`src/rtl/pe_traffic_sink.sv`:
```
// NoC traffic sink for one processing element. Accepts flits, checks the
// destination address and per-source sequence numbers, and accumulates
// latency statistics. Optional back-pressure inserts a fixed number of
// ready-low cycles after every accepted flit until the expected packet
// count has been reached.
module pe_traffic_sink #(
  parameter logic [3:0]  ADDRESS       = 4'd0,
  parameter int unsigned EXPECTED_PKTS = 100,
  parameter int unsigned STALL_CYCLES  = 0
) (
  input  logic        i_clk,
  input  logic        i_reset,
  input  logic [31:0] i_data,
  input  logic        i_data_valid,
  output logic        o_data_ready,
  output logic [31:0] o_rx_count,
  output logic [15:0] o_misroute_count,
  output logic [15:0] o_seq_err_count,
  output logic [31:0] o_lat_sum,
  output logic [15:0] o_lat_max,
  output logic        o_done
);

  typedef enum logic [1:0] {
    RUN   = 2'd0,
    STALL = 2'd1,
    DONE  = 2'd2
  } state_t;

  localparam logic [31:0] EXP_PKTS_W = 32'(EXPECTED_PKTS);
  localparam bit          STALL_EN   = (STALL_CYCLES != 0);
  localparam logic [15:0] STALL_LOAD = STALL_EN ? 16'(STALL_CYCLES - 1) : 16'd0;

  function automatic logic [15:0] sat_inc16(input logic [15:0] v);
    return (v == 16'hFFFF) ? v : v + 16'd1;
  endfunction

  function automatic logic [31:0] sat_add32(input logic [31:0] a, input logic [15:0] b);
    logic [32:0] s;
    s = {1'b0, a} + {17'd0, b};
    return s[32] ? 32'hFFFF_FFFF : s[31:0];
  endfunction

  state_t      state, state_nxt;
  logic [15:0] stall_cnt, stall_cnt_nxt;
  logic [15:0] cyc_cnt;

  logic        acc_p0;
  logic        vld_p0, vld_p1;
  logic [15:0] hdr_p0, hdr_p1;
  logic [15:0] lat_p0, lat_p1;

  logic [7:0]  seq_tbl [16];
  logic [3:0]  dst_p1, src_p1;
  logic [7:0]  seq_p1;
  logic        done_hit;

  assign acc_p0   = i_data_valid & o_data_ready;
  assign dst_p1   = hdr_p1[15:12];
  assign src_p1   = hdr_p1[11:8];
  assign seq_p1   = hdr_p1[7:0];
  assign done_hit = vld_p1 && ((o_rx_count + 32'd1) == EXP_PKTS_W);

  // State and stall counter registers
  always_ff @(posedge i_clk or negedge i_reset) begin
    if (!i_reset) begin
      state     <= RUN;
      stall_cnt <= 16'd0;
    end else begin
      state     <= state_nxt;
      stall_cnt <= stall_cnt_nxt;
    end
  end

  // Next state, stall countdown and handshake outputs; DONE overrides any stall
  always_comb begin
    state_nxt     = state;
    stall_cnt_nxt = stall_cnt;
    o_data_ready  = 1'b1;
    o_done        = 1'b0;
    case (state)
      RUN: begin
        if (done_hit) begin
          state_nxt = DONE;
        end else if (i_data_valid && STALL_EN) begin
          state_nxt     = STALL;
          stall_cnt_nxt = STALL_LOAD;
        end
      end
      STALL: begin
        o_data_ready = 1'b0;
        if (done_hit) begin
          state_nxt     = DONE;
          stall_cnt_nxt = 16'd0;
        end else if (stall_cnt == 16'd0) begin
          state_nxt = RUN;
        end else begin
          stall_cnt_nxt = stall_cnt - 16'd1;
        end
      end
      DONE: begin
        o_done = 1'b1;
      end
      default: begin
        state_nxt     = RUN;
        stall_cnt_nxt = 16'd0;
      end
    endcase
  end

  // Free-running timebase used to stamp accepted flits
  always_ff @(posedge i_clk or negedge i_reset) begin
    if (!i_reset) cyc_cnt <= 16'd0;
    else          cyc_cnt <= cyc_cnt + 16'd1;
  end

  // ---- stage 0: accepted flit header and its latency ----
  // Valid for the accept register
  always_ff @(posedge i_clk or negedge i_reset) begin
    if (!i_reset) vld_p0 <= 1'b0;
    else          vld_p0 <= acc_p0;
  end

  // Header capture and latency from the timebase at the accept edge
  always_ff @(posedge i_clk) begin
    if (acc_p0) begin
      hdr_p0 <= i_data[31:16];
      lat_p0 <= cyc_cnt - i_data[15:0];
    end
  end

  // ---- stage 1: registered flit and latency feeding the statistics ----
  // Valid for stage 1; reset drops any flit in flight
  always_ff @(posedge i_clk or negedge i_reset) begin
    if (!i_reset) vld_p1 <= 1'b0;
    else          vld_p1 <= vld_p0;
  end

  // Stage 1 data register
  always_ff @(posedge i_clk) begin
    if (vld_p0) begin
      hdr_p1 <= hdr_p0;
      lat_p1 <= lat_p0;
    end
  end

  // ---- stage 2: statistics ----
  // The sequence table is read and written in this same stage, so a
  // following flit from the same source always sees the updated entry.
  always_ff @(posedge i_clk or negedge i_reset) begin
    if (!i_reset) begin
      o_rx_count       <= 32'd0;
      o_misroute_count <= 16'd0;
      o_seq_err_count  <= 16'd0;
      o_lat_sum        <= 32'd0;
      o_lat_max        <= 16'd0;
      for (int i = 0; i < 16; i++) seq_tbl[i] <= 8'd0;
    end else if (vld_p1) begin
      o_rx_count <= o_rx_count + 32'd1;
      if (dst_p1 != ADDRESS)         o_misroute_count <= sat_inc16(o_misroute_count);
      if (seq_p1 != seq_tbl[src_p1]) o_seq_err_count  <= sat_inc16(o_seq_err_count);
      seq_tbl[src_p1] <= seq_p1 + 8'd1;
      o_lat_sum <= sat_add32(o_lat_sum, lat_p1);
      if (lat_p1 > o_lat_max) o_lat_max <= lat_p1;
    end
  end

endmodule
```
`config.mk`:
```
export PLATFORM = sky130hd
export DESIGN_NAME = pe_traffic_sink
export DESIGN_NICKNAME = d
export VERILOG_FILES = /design/src/rtl/pe_traffic_sink.sv
export SDC_FILE = /design/constraint.sdc
export NUM_CORES = 1
export LEC_CHECK = 0
export ABC_AREA = 1
export CORE_MARGIN = 1.5
export CORE_UTILIZATION = 45
export CTS_CLUSTER_SIZE = 20
export DETAILED_ROUTE_END_ITERATION = 10
export GPL_ROUTABILITY_DRIVEN = 0
export PLACE_DENSITY = 0.67
export SLEW_MARGIN = 20
export SYNTH_ARGS = -nofsm -noshare
export SYNTH_HDL_FRONTEND = slang
export SYNTH_SLANG_ARGS = --single-unit
```
`constraint.sdc`:
```
create_clock -name i_clk -period 2.5 [get_ports i_clk]
set_clock_uncertainty 0.2 [all_clocks]
set_input_delay 0.75 -clock i_clk [delete_from_list [all_inputs] [get_ports i_clk]]
set_output_delay 0.75 -clock i_clk [all_outputs]
set_load 0.05 [all_outputs]
```
==> reports/metrics.cfg, run 1 <==
[grt]
antenna_found_initial = 0
grt_pass1_wl_um = 70760
grt_start_max_net_pins = 91
grt_usage_pct = 22.80
grt_overflow_total = 0
first_global_vias = 13950

[finish]
drive_gt1_share_pct = 14.88
design_area_um2 = 20990
nets = 2404
final_cells = 2813
area_growth_pct = 25.42
antennaDiodeCount = 0

[setup_path]
critPathBufInv = 1
cp_max_fo = 4
max_stage_delay_ns = 0.54
cp_slowest_cell = dlygate4sd2_1
cp.required_ns = 1.55
crit_family = buffers and inverters
worstPathArrival_ns = 1.49
cp-start-kind = flip-flop
worstSetupPathType = reg2out
path_cells = dlygate4sd2_1
endpoint_kind = primary output

[place]
numPortBuffers = 147
dp_hpwl_um = 31260
dpl_cell_area_um2 = 19250
placed_cells = 2734

[sta]
rsz0062_at_grt = yes
slew_headroom_pct = 55.95
holdWs_ns = 0.2111
period_needed_ns = 2.436
timing.fmax_mhz = 410.4
fin_crit_sh_pct = 97.46
worst_pin_slew_ns = 0.6600
drv_slew = 0
hold_violations = 0
setup_violations = 0

[floorplan]
die_w_um = 195.8
dieArea_um2 = 38360
ios = 149
initial_core_util_pct = 45.71
core_um2 = 36610
row_count = 70
die_h_um = 195.8

[outcome]
outcome = finished, final reports clean

[logic_synthesis]
yosysSeqAreaShare_pct = 50.21
yosys.area.top_type = dfrtp_1
yosysWarnings = 0
synth-edff-count = 64
synth.top_cells.by_area = dfrtp_1 (39%), nand2_1 (16%), edfxtp_1 (11%)
synth_cell_types = 44
syn_nets = 2165
synth-seq-cells = 323
async_reset_ff_share_pct = 80.19
synth_area_per_cell_um2 = 8.061
synthCells = 2076
synthesis.area_um2 = 16730
synth_flop_cell = dfrtp_1
yosysTopAreaCellShare_pct = 38.73

[clock_network]
cts.sinks = 323
cts_buffers = 38
cts_max_level = 2
clock_latency_ns = 0.54
clk_path_buf_depth = 3
clk_pin_slew_ns = 0.06
cts_tree = yes
root_buffer = clkbuf_16

[detailed_routing]
wl_per_cell_um = 15.46
drt_iter0_drc = 909
final_antenna_net_count = 0
routed_via_density = 5.189
first_pass_iters = 5
wirelength_um = 43480
drc = 0
vias = 14600

[power]
p_leak_nw = 10.07
vdd.ir_drop.worst_mv = 0.6204
pwr_density_cell_nw_per_um2 = 988.1

[min_path]
min_path_type = reg2reg

[job]
maxCapViolations = 0

-- path summary, 6_finish.rpt --
kind | slack [ns] | to | startpoint | depth (start not counted)
min | 0.21 | hdr_p1[11] | hdr_p0[11] | 0
max reg2reg | 0.11 | o_seq_err_count[5] | hdr_p1[8] | 16
min reg2reg | 0.21 | hdr_p1[11] | hdr_p0[11] | 0
max in group asynchronous | 0.87 | o_misroute_count[8] | i_reset | 3
max | 0.06 | o_rx_count[22] | o_rx_count[22] | 1
min in group asynchronous | 0.57 | o_rx_count[9] | i_reset | 2
-- per-stage QoR --
step / util (%) / setup TNS, ns / setup WS (ns) / total power, mW
2_1_floorplan: - / -0.03482 / -0.03482 / 12.21
3_3_place_gp: 52.58 / -4.029 / -0.5015 / 14.38
6_report: 57.33 / 0 / 0.06359 / 20.74
4_1_cts: 56.25 / 0 / 0.005355 / 20.58
5_1_grt: 57.33 / -0.5834 / -0.05352 / 21.98
3_5_place_dp: 52.58 / -4.491 / -0.5528 / 14.55
-- cell usage in the layout, fill, tap and decap left out, drive strengths merged, types with 2 or more instances in the layout --
master	synthesis	routed
dfrtp	259	259
o21ai	173	173
nand3	104	104
a21o	3	3
nand4	13	13
ha	52	52
clkinvlp	0	5
a21oi	65	65
nor3	37	37
a21boi	2	2
xnor2	26	26
nand2	721	721
clkbuf	35	49
clkinv	2	13
nand3b	3	3
or2	3	3
nor4	8	8
buf	26	205
o21bai	2	2
bufinv	0	6
nor2	176	176
o22a	2	2
edfxtp	64	64
xor2	73	73
inv	189	190
a31oi	21	21
fa	2	2
clkdlybuf4s50	0	33
dlygate4sd2	0	19
nor3b	4	4
mux2	2	2
-- repair_timing --
item / CTS / global route
pin swaps: 0 / 18
cloned: 0 / 2
hold buffers: 1 / 0
setup endpoints to repair: 19 / 84
endpoints found under the hold margin: 52 / 0
setup buffers: 0 / 6
gates resized for setup: 19 / 70
-- per-layer routing --
layer | up-vias | share of wire [%] | global-route usage (%)
met4 | 0 | 3.0 | 8.462
met1 | 6895 | 45 | 30.64
li1 | 7171 | - | -
met3 | 86 | 6.1 | 3.937
met2 | 446 | 46 | 37.08
met5 | - | 0 | 0
-- area by class of cell --
| class | count | area, µm² |
|---|---|---|
| fill | 3246 | 15620 |
| clock inverter | 23 | 281.5 |
| clock buffer | 47 | 1079 |
| sequential | 323 | 8416 |
| tap | 468 | 585.6 |
| timing repair buffer | 260 | 2257 |
| multi-input combinational | 1501 | 7649 |
| inverter | 191 | 721.9 |
-- logic make-up (layout without fill, tap and decap cells) --
logic type | after synthesis | after routing | share of synthesized area, %
muxes | 2 | 2 | 0.1346
other | 1 | 1 | 0.02241
and+or+nand+nor | 1071 | 1071 | 25.71
xor gates and xnor gates | 99 | 99 | 5.181
AOI/OAI and AO/OA | 274 | 274 | 8.591
adders and majority gates | 54 | 54 | 4.127
DFF | 323 | 323 | 50.21
buffers and inverters | 252 | 521 | 6.019
-- power by group --
group | internal, mW | switching [mW]
Clock | 3.70 | 2.24
Combinational | 2.57 | 4.57
Sequential | 6.67 | 0.993
-- registers in the layout, indices dropped and copies added (netlist names) --
name / flops
seq_tbl: 128
o_lat_sum: 32
o_rx_count: 32
cyc_cnt: 16
hdr_p0: 16
hdr_p1: 16
lat_p0: 16
lat_p1: 16
o_lat_max: 16
o_misroute_count: 16
o_seq_err_count: 16
state: 1
vld_p0: 1
vld_p1: 1
-- cells in the mapped netlist, types with 2 or more instances --
cell type	number
ha_1	52
nand3_1	104
a21boi_0	2
nand4_1	13
o22a_1	2
clkbuf_1	35
fa_1	2
buf_2	10
o21ai_1	6
nor3b_1	4
o21ai_0	167
nor3_1	37
mux2_2	2
a21o_1	3
xor2_1	73
buf_6	3
buf_4	7
inv_1	187
a21oi_1	65
nor4_1	8
clkinv_1	2
or2_2	3
nand2_1	719
o21bai_1	2
a31oi_1	21
nand3b_1	3
xnor2_1	26
buf_1	6
edfxtp_1	64
dfrtp_1	259
nor2_1	175
inv_2	2
Power figures use the tool's default switching activity.
==> inputs of run 2 (changes only) <==
--- a/config.mk
+++ b/config.mk
@@ -10,8 +10,9 @@
 export CORE_UTILIZATION = 45
 export CTS_CLUSTER_SIZE = 20
 export DETAILED_ROUTE_END_ITERATION = 10
+export DONT_BUFFER_PORTS = 1
 export GPL_ROUTABILITY_DRIVEN = 0
-export PLACE_DENSITY = 0.67
+export RECOVER_POWER = 100
 export SLEW_MARGIN = 20
 export SYNTH_ARGS = -nofsm -noshare
 export SYNTH_HDL_FRONTEND = slang
==> run 2 against run 1 <==
  * The run now ends with negative hold slack left
  * Sequential power fell by 2.6%
  * Critical path depth rose by 13
  * Non-clock buffer count fell by 53
  * First-iteration DRC count fell by 0.66%
  * Wire length rose by 2.0%
  * Flip-flop and latch count did not move
  * Global-route usage rose by 0.17 points
  * Cell count fell by 1.9%
  * Clock power fell by 6.2%
  * Register-to-register slack got worse by 0.10 ns
  * Combinational power rose by 2%
  * Largest cell class unchanged
  * Largest power group unchanged
==> reports/metrics.cfg, run 2 (same netlist as run 1, synthesis figures left out) <==
[detailed_routing]
wirelength_um = 44340  ; +2.0%
first_pass_iters = 5  ; unchanged
routed_via_density = 5.202  ; +0.24%
wl_per_cell_um = 16.07  ; +3.9%
drt_iter0_drc = 903  ; -0.66%
final_antenna_net_count = 0  ; unchanged
vias = 14360  ; -1.7%
drc = 0  ; unchanged

[finish]
final_cells = 2760  ; -1.9%
layout_commonest_cell = nand2_1
area_growth_pct = 22.17
nets = 2351  ; -2.2%
final_cell_mix = nand2_1 (684), dfrtp_1 (249), inv_1 (184), buf_4 (184), nor2_1 (163)
regMostFlops = seq_tbl
largest_reg_flops = 128  ; unchanged
drive_gt1_share_pct = 16.41  ; +1.5 points
largestRegisters = seq_tbl: 128 flops, o_lat_sum: 32 flops, o_rx_count: 32 flops

[setup_path]
reg2reg_depth = 14  ; -2
crit_end = o_seq_err_count[5]
worstSetupPathType = reg2reg
cp.required_ns = 2.74  ; +1.19 ns
cp.depth = 14  ; +13
r2r_slack_ns = 0.005  ; -0.10 ns
path_cells = inv_1 > buf_4 > nand2_1 > nand2_2 > nand2_1 > nand2_2 > nor3_1 > nor2_1 > nand2_1 > nor2_2 > nand2_4 > clkbuf_16 > nand3_2 > nand2_1
cp_slowest_cell = edfxtp_1
endpoint_kind = flip-flop
critPathBufInv = 3  ; +2
cp_max_fo = 18  ; +14
crit_family = simple AND/OR/NAND/NOR gates
worstPathArrival_ns = 2.74  ; +1.25 ns
max_stage_delay_ns = 0.50  ; -0.04 ns
r2r_start = hdr_p1[9]
cpMostUsedCell = nand2_1
cp-start-kind = flip-flop
r2r_end = o_seq_err_count[5]
crit_path_start = hdr_p1[9]

[floorplan]
core_um2 = 36610  ; unchanged
dieArea_um2 = 38360  ; unchanged
initial_core_util_pct = 45.71  ; unchanged
ios = 149  ; unchanged
die_h_um = 195.8  ; unchanged
row_count = 70  ; unchanged
die_w_um = 195.8  ; unchanged

[sta]
rsz0062_at_grt = yes
fin_crit_sh_pct = 99.80  ; +2.3 points
setup_violations = 0  ; unchanged
drv_slew = 0  ; unchanged
worst_pin_slew_ns = 0.9551  ; +0.2951 ns
period_needed_ns = 2.495  ; +0.05851 ns
slew_headroom_pct = 36.33  ; -20 points
timing.fmax_mhz = 400.8  ; -2.3%
holdWs_ns = -0.2758  ; -0.4869 ns
hold_violations = 259  ; +259
tns_ns = 0  ; unchanged

[place]
numPortBuffers = 0  ; -100%
dp_hpwl_um = 31320  ; +0.21%
placed_cells = 2675  ; -2.2%

[clock_network]
cts_max_level = 2  ; unchanged
cts_buffers = 38  ; unchanged
clk_pin_slew_ns = 0.06  ; about the same
cts.sinks = 323  ; unchanged
clock_latency_ns = 0.55  ; about the same
root_buffer = clkbuf_16
cts_tree = yes
clk_path_buf_depth = 3  ; unchanged

[power]
pwr_density_cell_nw_per_um2 = 992.9  ; +0.48%
p_leak_nw = 9.751  ; -3.2%
vdd.ir_drop.worst_mv = 0.7330  ; +18%

[grt]
grt_start_max_net_pins = 260  ; +190%
grt_overflow_total = 0  ; unchanged
grt_pass1_wl_um = 70930  ; +0.23%
first_global_vias = 14090  ; +0.98%
grt_usage_pct = 22.97  ; +0.17 points
antenna_found_initial = 3  ; +3

[outcome]
outcome = finished with violations
failed_checks = negative hold slack

[job]
maxCapViolations = 0  ; unchanged

[min_path]
min_path_type = in2async

[run 2: cell types whose count changed in the layout (fill, tap and decap cells not counted), moves of 10 or more]
cell,previous run,this run
nand3_1,100,84
clkdlybuf4s50_1,33,0
nand3_2,3,20
dlygate4sd2_1,19,0
nand2_1,707,684
o21ai_1,9,19
nand2_2,11,34
o21ai_0,160,150
[run 2: worst min path at each step]
stage	cells after the start	to	slack [ns]
after global routing	0	o_rx_count[22]	-0.30
after floorplan	0	hdr_p1[0]	0.20
after detailed placement	0	hdr_p1[10]	0.20
after global placement	0	hdr_p1[5]	0.20
final	0	o_rx_count[22]	-0.28
after CTS	0	o_rx_count[23]	-0.31
[run 2: area by class of cell]
type | count | area, µm²
antenna | 1 | 2.502
clock buffer | 50 | 1077
clock inverter | 19 | 186.4
fill | 3308 | 16170
inverter | 191 | 723.2
multi-input combinational | 1501 | 7725
sequential | 323 | 8416
tap | 468 | 585.6
timing repair buffer | 207 | 1729
[run 2: per-stage QoR]
stage	utilization (%)	area, µm²	hold slack, ns	setup WS (ns)	power (mW)
floorplan	-	16780	0.2003	-0.03482	12.21
CTS	54.22	19850	-0.3082	0.01911	20.08
finish	55.84	20440	-0.2758	0.005073	20.30
detailed placement	50.68	18560	0.2045	-0.08587	14.37
global placement	50.68	18560	0.2018	-0.07562	14.21
global route	55.84	20440	-0.3023	-0.1532	21.53
[run 2: power by group]
part	internal, mW	switching, mW	total, mW	leakage, nW
Sequential	6.67	0.797	7.46	3.90
Combinational	2.54	4.72	7.26	5.23
Clock	3.35	2.22	5.57	0.622
[run 2: layer usage]
layer / part of all wire [%] / vias to the layer above / GRT usage (%)
met5: 0.016 / - / 0
met4: 3.5 / 2 / 10.00
met3: 8.2 / 94 / 5.656
met2: 44 / 452 / 35.56
met1: 44 / 6743 / 30.72
li1: - / 7066 / -
[run 2: what timing repair did]
action                     in CTS  in global routing
resized for setup               4                123
hold endpoints to repair      259                259
setup buffers                   1                  8
cloned                          0                  6
pin swaps                       0                 49
setup endpoints to repair      17                 83
[run 2: worst register-to-register path: cells and delay by family (launching register included)]
kind	cells	cell delay (ns)
flip-flops	1	0.50
AND/OR/NAND/NOR	11	1.06
buffers and inverters	3	0.64
==> inputs of run 3 (changes only) <==
--- a/config.mk
+++ b/config.mk
@@ -6,6 +6,7 @@
 export NUM_CORES = 1
 export LEC_CHECK = 0
 export ABC_AREA = 1
+export CAP_MARGIN = 0
 export CORE_MARGIN = 1.5
 export CORE_UTILIZATION = 45
 export CTS_CLUSTER_SIZE = 20
==> results of run 3 <==
Final layout, timing and power as in run 2 (identical DEF).
